===== config.mk =====
export PLATFORM = sky130hd
export DESIGN_NAME = arp_rx_parser
export DESIGN_NICKNAME = d
export VERILOG_FILES = /design/src/rtl/arp_rx_parser.sv
export SDC_FILE = /design/constraint.sdc
export NUM_CORES = 1
export LEC_CHECK = 0
export CAP_MARGIN = 20
export CORE_MARGIN = 1.5
export CORE_UTILIZATION = 35
export CTS_CLUSTER_SIZE = 25
export DETAILED_ROUTE_END_ITERATION = 8
export GPL_TIMING_DRIVEN = 0
export PLACE_DENSITY_LB_ADDON = 0.2
export SLEW_MARGIN = 0
export SYNTH_ARGS = -nofsm -noshare
export SYNTH_HDL_FRONTEND = slang
export SYNTH_SLANG_ARGS = --single-unit
export TNS_END_PERCENT = 30

===== constraint.sdc =====
create_clock -name clk -period 8.7 [get_ports clk]
set_input_delay 1.74 -clock clk [delete_from_list [all_inputs] [get_ports clk]]
set_output_delay 1.74 -clock clk [all_outputs]
set_load 0.02 [all_outputs]

===== src/rtl/arp_rx_parser.sv =====
// ARP receive parser: captures the 28-byte ARP body from the post-MAC stream,
// validates it and holds one result behind a valid/ready handshake.
// Statistics counters are built only when ARP_RX_STATS_EN is defined.
module arp_rx_parser #(
  parameter int DATA_W    = 32,
  parameter bit FILTER_IP = 1'b1
) (
  input  logic              clk,
  input  logic              rst_n,
  input  logic [31:0]       dev_ip_addr_i,
  input  logic              rcv_op_i,
  input  logic              rcv_op_st_i,
  input  logic              rcv_op_end_i,
  input  logic [DATA_W-1:0] rcv_data_i,
  input  logic [15:0]       prot_type_i,
  output logic              out_valid_o,
  input  logic              out_ready_i,
  output logic [15:0]       opcode_o,
  output logic              is_grat_o,
  output logic [47:0]       sender_haddr_o,
  output logic [47:0]       target_haddr_o,
  output logic [31:0]       sender_paddr_o,
  output logic [31:0]       target_paddr_o,
  output logic [15:0]       rx_ok_cnt_o,
  output logic [15:0]       rx_drop_cnt_o
);

  localparam int NB = DATA_W / 8;
  localparam logic [8:0] NB9 = 9'(NB);

  typedef enum logic [1:0] {IDLE, RX, CHECK} state_t;
  state_t state, state_nxt;

  logic [7:0] byte_cnt;
  logic [7:0] cap [28];
  logic [8:0] lane_pos [NB];
  logic [8:0] cnt_sum;
  logic       start_ok, beat_cap, abort, frame_ok, load;

  logic [15:0] htype, ptype, opcode;
  logic [7:0]  hlen, plen;
  logic [47:0] sha, tha;
  logic [31:0] spa, tpa;

  assign htype  = {cap[0], cap[1]};
  assign ptype  = {cap[2], cap[3]};
  assign hlen   = cap[4];
  assign plen   = cap[5];
  assign opcode = {cap[6], cap[7]};
  assign sha    = {cap[8], cap[9], cap[10], cap[11], cap[12], cap[13]};
  assign spa    = {cap[14], cap[15], cap[16], cap[17]};
  assign tha    = {cap[18], cap[19], cap[20], cap[21], cap[22], cap[23]};
  assign tpa    = {cap[24], cap[25], cap[26], cap[27]};

  assign start_ok = rcv_op_i & rcv_op_st_i & (prot_type_i == 16'h0806);

  always_ff @(posedge clk or negedge rst_n) begin
    if (!rst_n) state <= IDLE;
    else        state <= state_nxt;
  end

  // A start beat in RX aborts the current frame; it restarts capture only if it is an ARP start.
  always_comb begin
    state_nxt = state;
    beat_cap  = 1'b0;
    abort     = 1'b0;
    case (state)
      RX: begin
        if (rcv_op_i) begin
          if (rcv_op_st_i) begin
            abort = 1'b1;
            if (start_ok) begin
              beat_cap  = 1'b1;
              state_nxt = rcv_op_end_i ? CHECK : RX;
            end else begin
              state_nxt = IDLE;
            end
          end else begin
            beat_cap = 1'b1;
            if (rcv_op_end_i) state_nxt = CHECK;
          end
        end
      end
      default: begin
        if (start_ok) begin
          beat_cap  = 1'b1;
          state_nxt = rcv_op_end_i ? CHECK : RX;
        end else begin
          state_nxt = IDLE;
        end
      end
    endcase
  end

  always_comb begin
    for (int i = 0; i < NB; i++)
      lane_pos[i] = (rcv_op_st_i ? 9'd0 : {1'b0, byte_cnt}) + 9'(i);
    cnt_sum = {1'b0, byte_cnt} + NB9;
  end

  always_ff @(posedge clk or negedge rst_n) begin
    if (!rst_n) begin
      byte_cnt <= '0;
      for (int i = 0; i < 28; i++) cap[i] <= '0;
    end else if (beat_cap) begin
      if (rcv_op_st_i)    byte_cnt <= NB9[7:0];
      else if (cnt_sum[8]) byte_cnt <= 8'hFF;
      else                byte_cnt <= cnt_sum[7:0];
      for (int i = 0; i < NB; i++)
        if (lane_pos[i] < 9'd28)
          cap[lane_pos[i][4:0]] <= rcv_data_i[DATA_W-1-8*i -: 8];
    end
  end

  assign frame_ok = (byte_cnt >= 8'd28) && (htype == 16'h0001) && (ptype == 16'h0800) &&
                    (hlen == 8'd6) && (plen == 8'd4) &&
                    ((opcode == 16'd1) || (opcode == 16'd2)) &&
                    ((FILTER_IP == 1'b0) || (tpa == dev_ip_addr_i) || (spa == tpa));

  // A passing frame only loads when the holding slot is free or being emptied this cycle.
  assign load = (state == CHECK) && frame_ok && (!out_valid_o || out_ready_i);

  always_ff @(posedge clk or negedge rst_n) begin
    if (!rst_n) begin
      out_valid_o    <= 1'b0;
      opcode_o       <= '0;
      is_grat_o      <= 1'b0;
      sender_haddr_o <= '0;
      target_haddr_o <= '0;
      sender_paddr_o <= '0;
      target_paddr_o <= '0;
    end else if (load) begin
      out_valid_o    <= 1'b1;
      opcode_o       <= opcode;
      is_grat_o      <= (spa == tpa);
      sender_haddr_o <= sha;
      target_haddr_o <= tha;
      sender_paddr_o <= spa;
      target_paddr_o <= tpa;
    end else if (out_ready_i) begin
      out_valid_o    <= 1'b0;
    end
  end

`ifdef ARP_RX_STATS_EN
  logic        drop;
  logic [15:0] ok_cnt, drop_cnt;

  assign drop = abort || ((state == CHECK) && !load);

  always_ff @(posedge clk or negedge rst_n) begin
    if (!rst_n) begin
      ok_cnt   <= '0;
      drop_cnt <= '0;
    end else begin
      if (load) ok_cnt   <= ok_cnt + 16'd1;
      if (drop) drop_cnt <= drop_cnt + 16'd1;
    end
  end

  assign rx_ok_cnt_o   = ok_cnt;
  assign rx_drop_cnt_o = drop_cnt;
`else
  logic unused_stats;
  assign unused_stats  = abort;
  assign rx_ok_cnt_o   = 16'h0000;
  assign rx_drop_cnt_o = 16'h0000;
`endif

endmodule


### Word level (Yosys, flattened, before mapping)

Index checks and enable logic that the tools add are counted.

* multiplexer cells: 34
* bitwise logic cells: 6
* equality and inequality tests: 13
* $add $sub $neg: 4
* reduce and logical (&&, ||, !) cells: 18
* $lt $le $gt $ge: 13

Operator list (number)
* $mux W224: 7
* $bwmux W224: 4
* $demux W8 S5: 4
* $eq A32 B32 Y1: 2
* $mux W8: 7
* $eq A16 B1 Y1 const B: 2
* $eq A16 B12 Y1 const B: 2
* $lt A9 B5 Y1 const B: 3
* $ge A6 B6 Y1 const B: 4
* $lt A6 B1 Y1 const B: 4
* $not A5 Y6: 4
* $eq A16 B2 Y1 const B: 1
* $eq A8 B3 Y1 const B: 2
* $logic_and A1 B1 Y1: 12
* $mux W2: 6
* $add A8 B2 Y9 const B: 1
* $add A8 B3 Y9 const B: 1
* $add A9 B1 Y9 const B: 1
* $add A9 B2 Y9 const B: 1
* $ge A8 B5 Y1 const B: 1
* $lt A8 B5 Y1 const B: 1
* $mux W1: 6
* $logic_or A1 B1 Y1: 3
* $ne A3 B3 Y1 const B: 1
* other kinds (7): 8

* bits of input ports: 86
* logic and storage cells: 125
* bits in registers: 412

### Depth between registers and ports, before layout

Gate-level depths: netlist of run 1.

* word-level depth: 17
* depth in mapped cells: 14
* gate-level depth less buffers: 9

### Worst setup path before layout of run 1

Ideal clock, no wire load.

* kind: input to register
* start point: input rcv_op_st_i
* end point: register cap[117] (netlist name)
* data arrival time: 4.379 ns
* cell stages on the path: 14
* setup time: 0.126 ns
* slack: 4.195 ns
* buffers on the path: 6
* path through: buf_6 -> buf_6 -> clkbuf_1 -> nor2b_1 -> ha_1 -> buf_2 -> nor3b_1 -> a31o_2 -> o211ai_2 -> or3_1 -> clkbuf_1 -> buf_2 -> and3_1 -> a221o_1

* word-level cells in the longest chain between the ends: 17
* elaborated cells on any way between the ends: 49
* classes of those cells: 3 x add/sub; 12 x order compare; 24 x mux; 6 x bitwise; 4 x reduce/logical

RTL lines
* start: declaration: RTL line 12 `input logic rcv_op_st_i,`
* branches (longest 17 deep; another with $add A9 B1 Y9)
* end signal: indexed assignment: RTL line 111 `cap[lane_pos[i][4:0]] <= rcv_data_i[DATA_W-1-8*i -: 8];`
* end: declaration: RTL line 35 `logic [7:0] cap [28];`

Parallel ways; which one is timed is not known. The select of a mux whose other input is x is not followed.
A chain may end at the register's enable or synchronous reset.

### Final worst setup path of run 1

* start point: input rcv_op_st_i
* end point: register cap[140] (netlist name)

Same word-level chain as after synthesis.

==> impl_metrics.ini, run 1 <==
[global_route]
met1_usage_pct = 35.5
antenna_found_initial = 0
top_usage_layer = met2
grt_max_degree = 119
use_met3_pct = 4.99
grt_pass1_vias = 15500
grtUsageTotal_pct = 26.0
grt_overflow_total = 0
grt_pass1_wl_um = 107000
met2_usage_pct = 40.6

[logic_synthesis]
syn-cell-area_mm2 = 0.0191
synth_top_area_cell = dfrtp_1
avgSynthCellArea_um2 = 11.9
synth-seq-area-share_pct = 53.8
synth_flop_cell = dfrtp_1
synthArstFlopShare_pct = 100
synth_cells = 1611
ys_seq_elements = 411
yosysWarnings = 0
synth_common_cells = dfrtp_1 (411), mux2_2 (170), a22oi_1 (96), o2bb2ai_1 (96), nor2_1 (92)
synth_most_common_cell = dfrtp_1
synth_area_leaders = dfrtp_1 (54%), mux2_2 (10%), o2bb2ai_1 (4.4%)
synth-edff-count = 0
ys_types = 81
synth_top_cell_area_share_pct = 53.8

[min_path]
hp-start = opcode_o[9]
hold_class = flip-flop to flip-flop
holdPathStages = 1

[outcome]
status = completed

[critical_path]
crit_slowest_cell = clkbuf_1
slowest_delay_ps = 600
timing.rr.start = byte_cnt[2]
crit_end = cap[140]
cp_max_fo = 10
start_kind = input pin
reg2reg_depth = 11
worstPathRequired_ps = 9220
cp-end-kind = flip-flop
path_class = input pin to flip-flop
rrSetupSlack_ps = 4680
critical_path_arrival_ps = 6250
crit_chain = clkdlybuf4s50_1 > buf_6 > buf_6 > clkbuf_1 > nor2b_1 > ha_1 > buf_2 > nor3b_1 > a31o_2 > o211ai_2 > nor2_1 > clkbuf_1 > a22oi_1 > o2bb2ai_1
worstReg2RegEnd = plen[4]
cp-startpoint = rcv_op_st_i

[cts]
cts_tree = done
htree_num_levels = 2
root_buffer = clkbuf_16
clk_path_buf_depth = 3
cts.sinks = 411
cts_resized = 0
path_clk_slew_ps = 60
ctsHoldBuffers = 0
insertion_delay_ps = 610
cts_setup_buffers = 0
cts-buffers-inserted = 48

[floorplan]
ios = 296
num_rows = 85
die_h_um = 237
die_x_um = 237
dieArea_mm2 = 0.0560
coreArea_mm2 = 0.0539
start_util_pct = 35.4

[detailed_routing]
wl_per_cell_um = 27.1
wl_um = 73300
drc = 0
first_iter_violations = 1517
dr.pass1.iters = 7
vias_per_cell = 5.73
ant_nets = 0
dr_total_vias = 15500

[layout]
final_layout_size_suffix_gt1_share_pct = 19.9
post-route-util_pct = 45.7
n_antenna_cell = 0
fin_cells = 2702
fin_nets = 2055
synthToLayoutAreaGrowth_pct = 28.9

[pwr]
leakage_nw = 11.0
power.density_mw_per_mm2 = 174
vdd_drop_max_v = 0.000132
finalPower_mw = 4.28

[placed_design]
io_buffers = 263
gp_congestion = 0.942
post-dp-hpwl_um = 52300
dpl.cell_count = 2609

[sta]
hold_violations = 0
fin_crit_sh_pct = 65.9
worst_pin_slew_ps = 1240
max_freq_mhz = 175
finalCriticalPeriod_ps = 5730
slew-limit-headroom_pct = 17.2
drv_slew = 0
finalSetupViolations = 0
grt_setup_unrepaired = false
whs_ps = 480
finClkSkew_ps = 36.0

[run]
drv_cap = 0
-- through the flow --
stage          cell area, um2  setup WS (ps)  setup TNS, ps
6_report                24600           2970              0
3_5_place_dp            22900           2500              0
3_3_place_gp            22700         -12330       -5039110
2_1_floorplan           19200           4200              0
4_1_cts                 24600           3120              0
5_1_grt                 24600           2860              0
-- layout make-up --
cell class              instances  area [um2]
plain buffers                 148         802
repair buffers                274        2800
clock inverters                19         244
inverters                      18        67.6
well taps                     696         871
multi-input cells            1065        8070
flip-flops and latches        411       10300
clock buffers                  71        1480
fillers                      4939       29300
-- worst max-delay path: cells and delay by family --
family | cells | cell delay [ps]
buffers and inverters | 6 | 2180
and+or+nand+nor | 3 | 1120
adders and majority gates | 1 | 240
AOI/OAI and AO/OA | 4 | 960
-- logic make-up (layout without fill, tap and decap cells) --
group                    Yosys count  in the layout  share of synthesized area [%]
other                              1             32                         0.0196
XOR/XNOR                          71             71                           3.26
AND/OR/NAND/NOR                  377            377                           10.5
buffers and inverters            166            530                           4.55
flip-flops                       411            411                           53.8
multiplexers                     181            181                           10.6
adder cells (fa/ha/maj)            3              3                          0.197
AO/OA/AOI/OAI                    401            401                           17.0
-- cells in the final DEF, fill, tap and decap left out, types with 32 or more instances in the layout --
master / instances
buf_2: 32
buf_4: 49
clkdlybuf4s50_1: 262
clkbuf_1: 65
clkbuf_16: 49
conb_1: 32
nand2_1: 87
nor2_1: 92
a22oi_1: 96
dfrtp_1: 411
mux2_2: 170
o2bb2ai_1: 96
o22ai_1: 33
a221o_1: 39
xor2_1: 68
-- flip-flops by register name, indices dropped and copies added (netlist names), 8 cells and up --
| name | flops |
|---|---|
| hlen | 8 |
| target_haddr_o | 48 |
| target_paddr_o | 32 |
| sender_haddr_o | 48 |
| plen | 8 |
| opcode_o | 16 |
| cap | 208 |
| sender_paddr_o | 32 |
-- metal layers --
metal / wire length (um) / vias to the layer above
li1: - / 6687
met1: 31600 / 7866
met2: 33400 / 763
met3: 5610 / 158
met4: 2730 / 0
met5: 0 / -
-- power by group --
| group | internal (mW) | switching, mW |
|---|---|---|
| clock | 1.30 | 0.861 |
| sequential | 1.91 | 0.0000353 |
| combinational | 0.0624 | 0.141 |
| total | 3.28 | 1.00 |
-- how the worst min path moves through the flow --
stage / to
2_1_floorplan: cap[40]
4_1_cts: hlen[1]
5_1_grt: hlen[1]
3_3_place_gp: opcode_o[9]
3_5_place_dp: hlen[1]
6_report: opcode_o[9]
Power figures use the tool's default switching activity.
==> run 2, diff against run 1 <==
clock period = 5 ns   (was 8.7 ns; I/O delays follow)
==> run 2 against run 1 <==
Count of clock-buffer cells in the layout unchanged. Via count about the same. Worst setup slack got worse by 2900 ps. Wire length about the same. Core utilization about the same. Sequential share of layout area about the same. Critical path type unchanged. Largest power group unchanged.
==> impl_metrics.ini, run 2 (same netlist as run 1, synthesis figures left out) <==
[outcome]
status = completed

[critical_path]
reg2reg_depth = 8
worstPathRequired_ps = 5510
start_kind = input pin
critical_path_arrival_ps = 5450
cp_max_fo = 10
worstReg2RegEnd = cap[174]
rrSetupSlack_ps = 1030
cp-end-kind = flip-flop
timing.rr.start = byte_cnt[2]
path_class = input pin to flip-flop

[pwr]
leakage_nw = 11.0
vdd_drop_max_v = 0.000231
pwr-share-comb_pct = 4.8
power.density_mw_per_mm2 = 302
pwr-share-clk_pct = 50.5
cell_internal_pwr_mw = 5.70
power_frac_seq_pct = 44.7
p_sw_share_pct = 23.3
power_switching_mw = 1.73

[sta]
whs_ps = 411
fin_crit_sh_pct = 98.7
hold_violations = 0
finalCriticalPeriod_ps = 4940
setup_ws_ps = 63.7
slew-limit-headroom_pct = 19.1
tns_ps = 0
drv_slew = 0
finalSetupViolations = 0
finClkSkew_ps = 36.1
max_freq_mhz = 203
grt_setup_unrepaired = true
worst_pin_slew_ps = 1210

[floorplan]
dieArea_mm2 = 0.0560
coreArea_mm2 = 0.0539
ios = 296
start_util_pct = 35.4
die_x_um = 237
die_h_um = 237
num_rows = 85

[placed_design]
pre_cts_ws_ps = -462
post-dp-hpwl_um = 52300
io_buffers = 263
gp_congestion = 0.942
postPlaceCellArea_mm2 = 0.0229

[run]
drv_cap = 0

[cts]
root_buffer = clkbuf_16
cts-buffers-inserted = 48
htree_num_levels = 2
clk_path_buf_depth = 3
insertion_delay_ps = 610
ctsHoldBuffers = 0
cts.sinks = 411
cts_tree = done
cts_setup_buffers = 0
path_clk_slew_ps = 60

[detailed_routing]
wl_um = 73300
ant_nets = 0
first_iter_violations = 1501
dr_total_vias = 15500
drc = 0
vias_per_cell = 5.72
wl_per_cell_um = 27.1
dr.pass1.iters = 5

[global_route]
grtUsageTotal_pct = 26.0
grt_pass1_vias = 15500
grt_overflow_total = 0
grt_max_degree = 119
antenna_found_initial = 0
grt_pass1_wl_um = 107000

[layout]
layout_commonest_cell = dfrtp_1
final_cell_mix = dfrtp_1 (411), clkdlybuf4s50_1 (262), mux2_2 (170)
synthToLayoutAreaGrowth_pct = 29.0
largest_reg_flops = 208
top_regs = cap x208, sender_haddr_o x48, target_haddr_o x48
final_layout_size_suffix_gt1_share_pct = 20.0
fin_area_mm2 = 0.0246
regMostFlops = cap
fin_nets = 2055

[min_path]
hold_class = input pin to async pin
==> run 2: changes by cell type in the layout (fill, tap and decap cells not counted) <==
cell and change:
diode_2 +1, nor3_1 -1, clkbuf_1 -1, clkbuf_2 +1
nor3_4 +1
==> run 2: worst max-delay path, stage by stage <==
cell and delay (ps):
clkdlybuf4s50_1 550, buf_6 190, buf_6 160, clkbuf_1 500
nor2b_1 190, ha_1 400, clkbuf_1 490, a21boi_0 800
o211ai_1 660, nand2b_1 290, o221a_2 210
==> run 2: layout make-up <==
class / count / area (um2)
Antenna cell: 1 / 2.50
Sequential cell: 411 / 10300
Buffer: 148 / 803
Fill cell: 4937 / 29300
Clock buffer: 71 / 1480
Multi-Input combinational cell: 1065 / 8080
Inverter: 18 / 67.6
Clock inverter: 19 / 244
Tap cell: 696 / 871
Timing Repair Buffer: 274 / 2800
==> run 2: power by group through the flow <==
stage	registers [mW]	logic (mW)	clock network, mW
floorplan	3.39	0.100	0
global placement	3.39	0.333	0
detailed placement	3.39	0.346	0
CTS	3.33	0.347	3.80
global route	3.32	0.371	3.94
finish	3.33	0.354	3.75
==> run 2: layer usage <==
layer / vias to the layer above / global-route usage (%) / wire length (um)
met1: 7844 / 35.5 / 31600
met3: 160 / 4.99 / 5460
met4: 0 / 10.5 / 2730
met5: - / 0 / 0
met2: 767 / 40.6 / 33500
li1: 6694 / - / -
==> run 2: repair_timing <==
item / CTS / global route
endpoints found under the setup margin: 0 / 24
gates resized for setup: 0 / 4
endpoints found under the hold margin: 0 / 0
==> run 2: worst max-delay path by stage <==
stage	slack [ps]	end	from	depth (start not counted)
5_1_grt	-60	cap[89]	rcv_op_st_i	15
3_5_place_dp	-460	cap[142]	rcv_op_st_i	14
2_1_floorplan	1240	cap[117]	rcv_op_st_i	14
6_report	60	cap[174]	rcv_op_st_i	11
4_1_cts	160	cap[142]	rcv_op_st_i	14
3_3_place_gp	-15290	opcode_o[10]	rst_n	1
==> run 2: through the flow <==
step | power, mW | util [%] | instances
after floorplan | 3.49 | - | 1642
after global placement | 3.73 | 42.1 | 2601
after detailed placement | 3.73 | 42.4 | 2609
after CTS | 7.48 | 45.6 | 2699
after global routing | 7.64 | 45.7 | 2702
final | 7.43 | 45.7 | 2703
==> run 3, diff against run 2 <==
==> constraint.sdc (replaced) <==
create_clock -name clk -period 5 [get_ports clk]
set_input_delay 0.75 -clock clk [delete_from_list [all_inputs] [get_ports clk]]
set_output_delay 0.75 -clock clk [all_outputs]
set_load 0.02 [all_outputs]
==> results of run 3 <==
Same layout as run 1 (identical final DEF). Status: completed.
Among the figures that moved: setup slack after placement 2500 ps -> -212 ps; setup slack after layout 2970 ps -> 260 ps; hold slack 480 ps -> 157 ps; register-to-register setup slack 4680 ps -> 980 ps; total power 4.28 mW -> 7.45 mW; worst IR drop on VDD 0.000132 V -> 0.000230 V
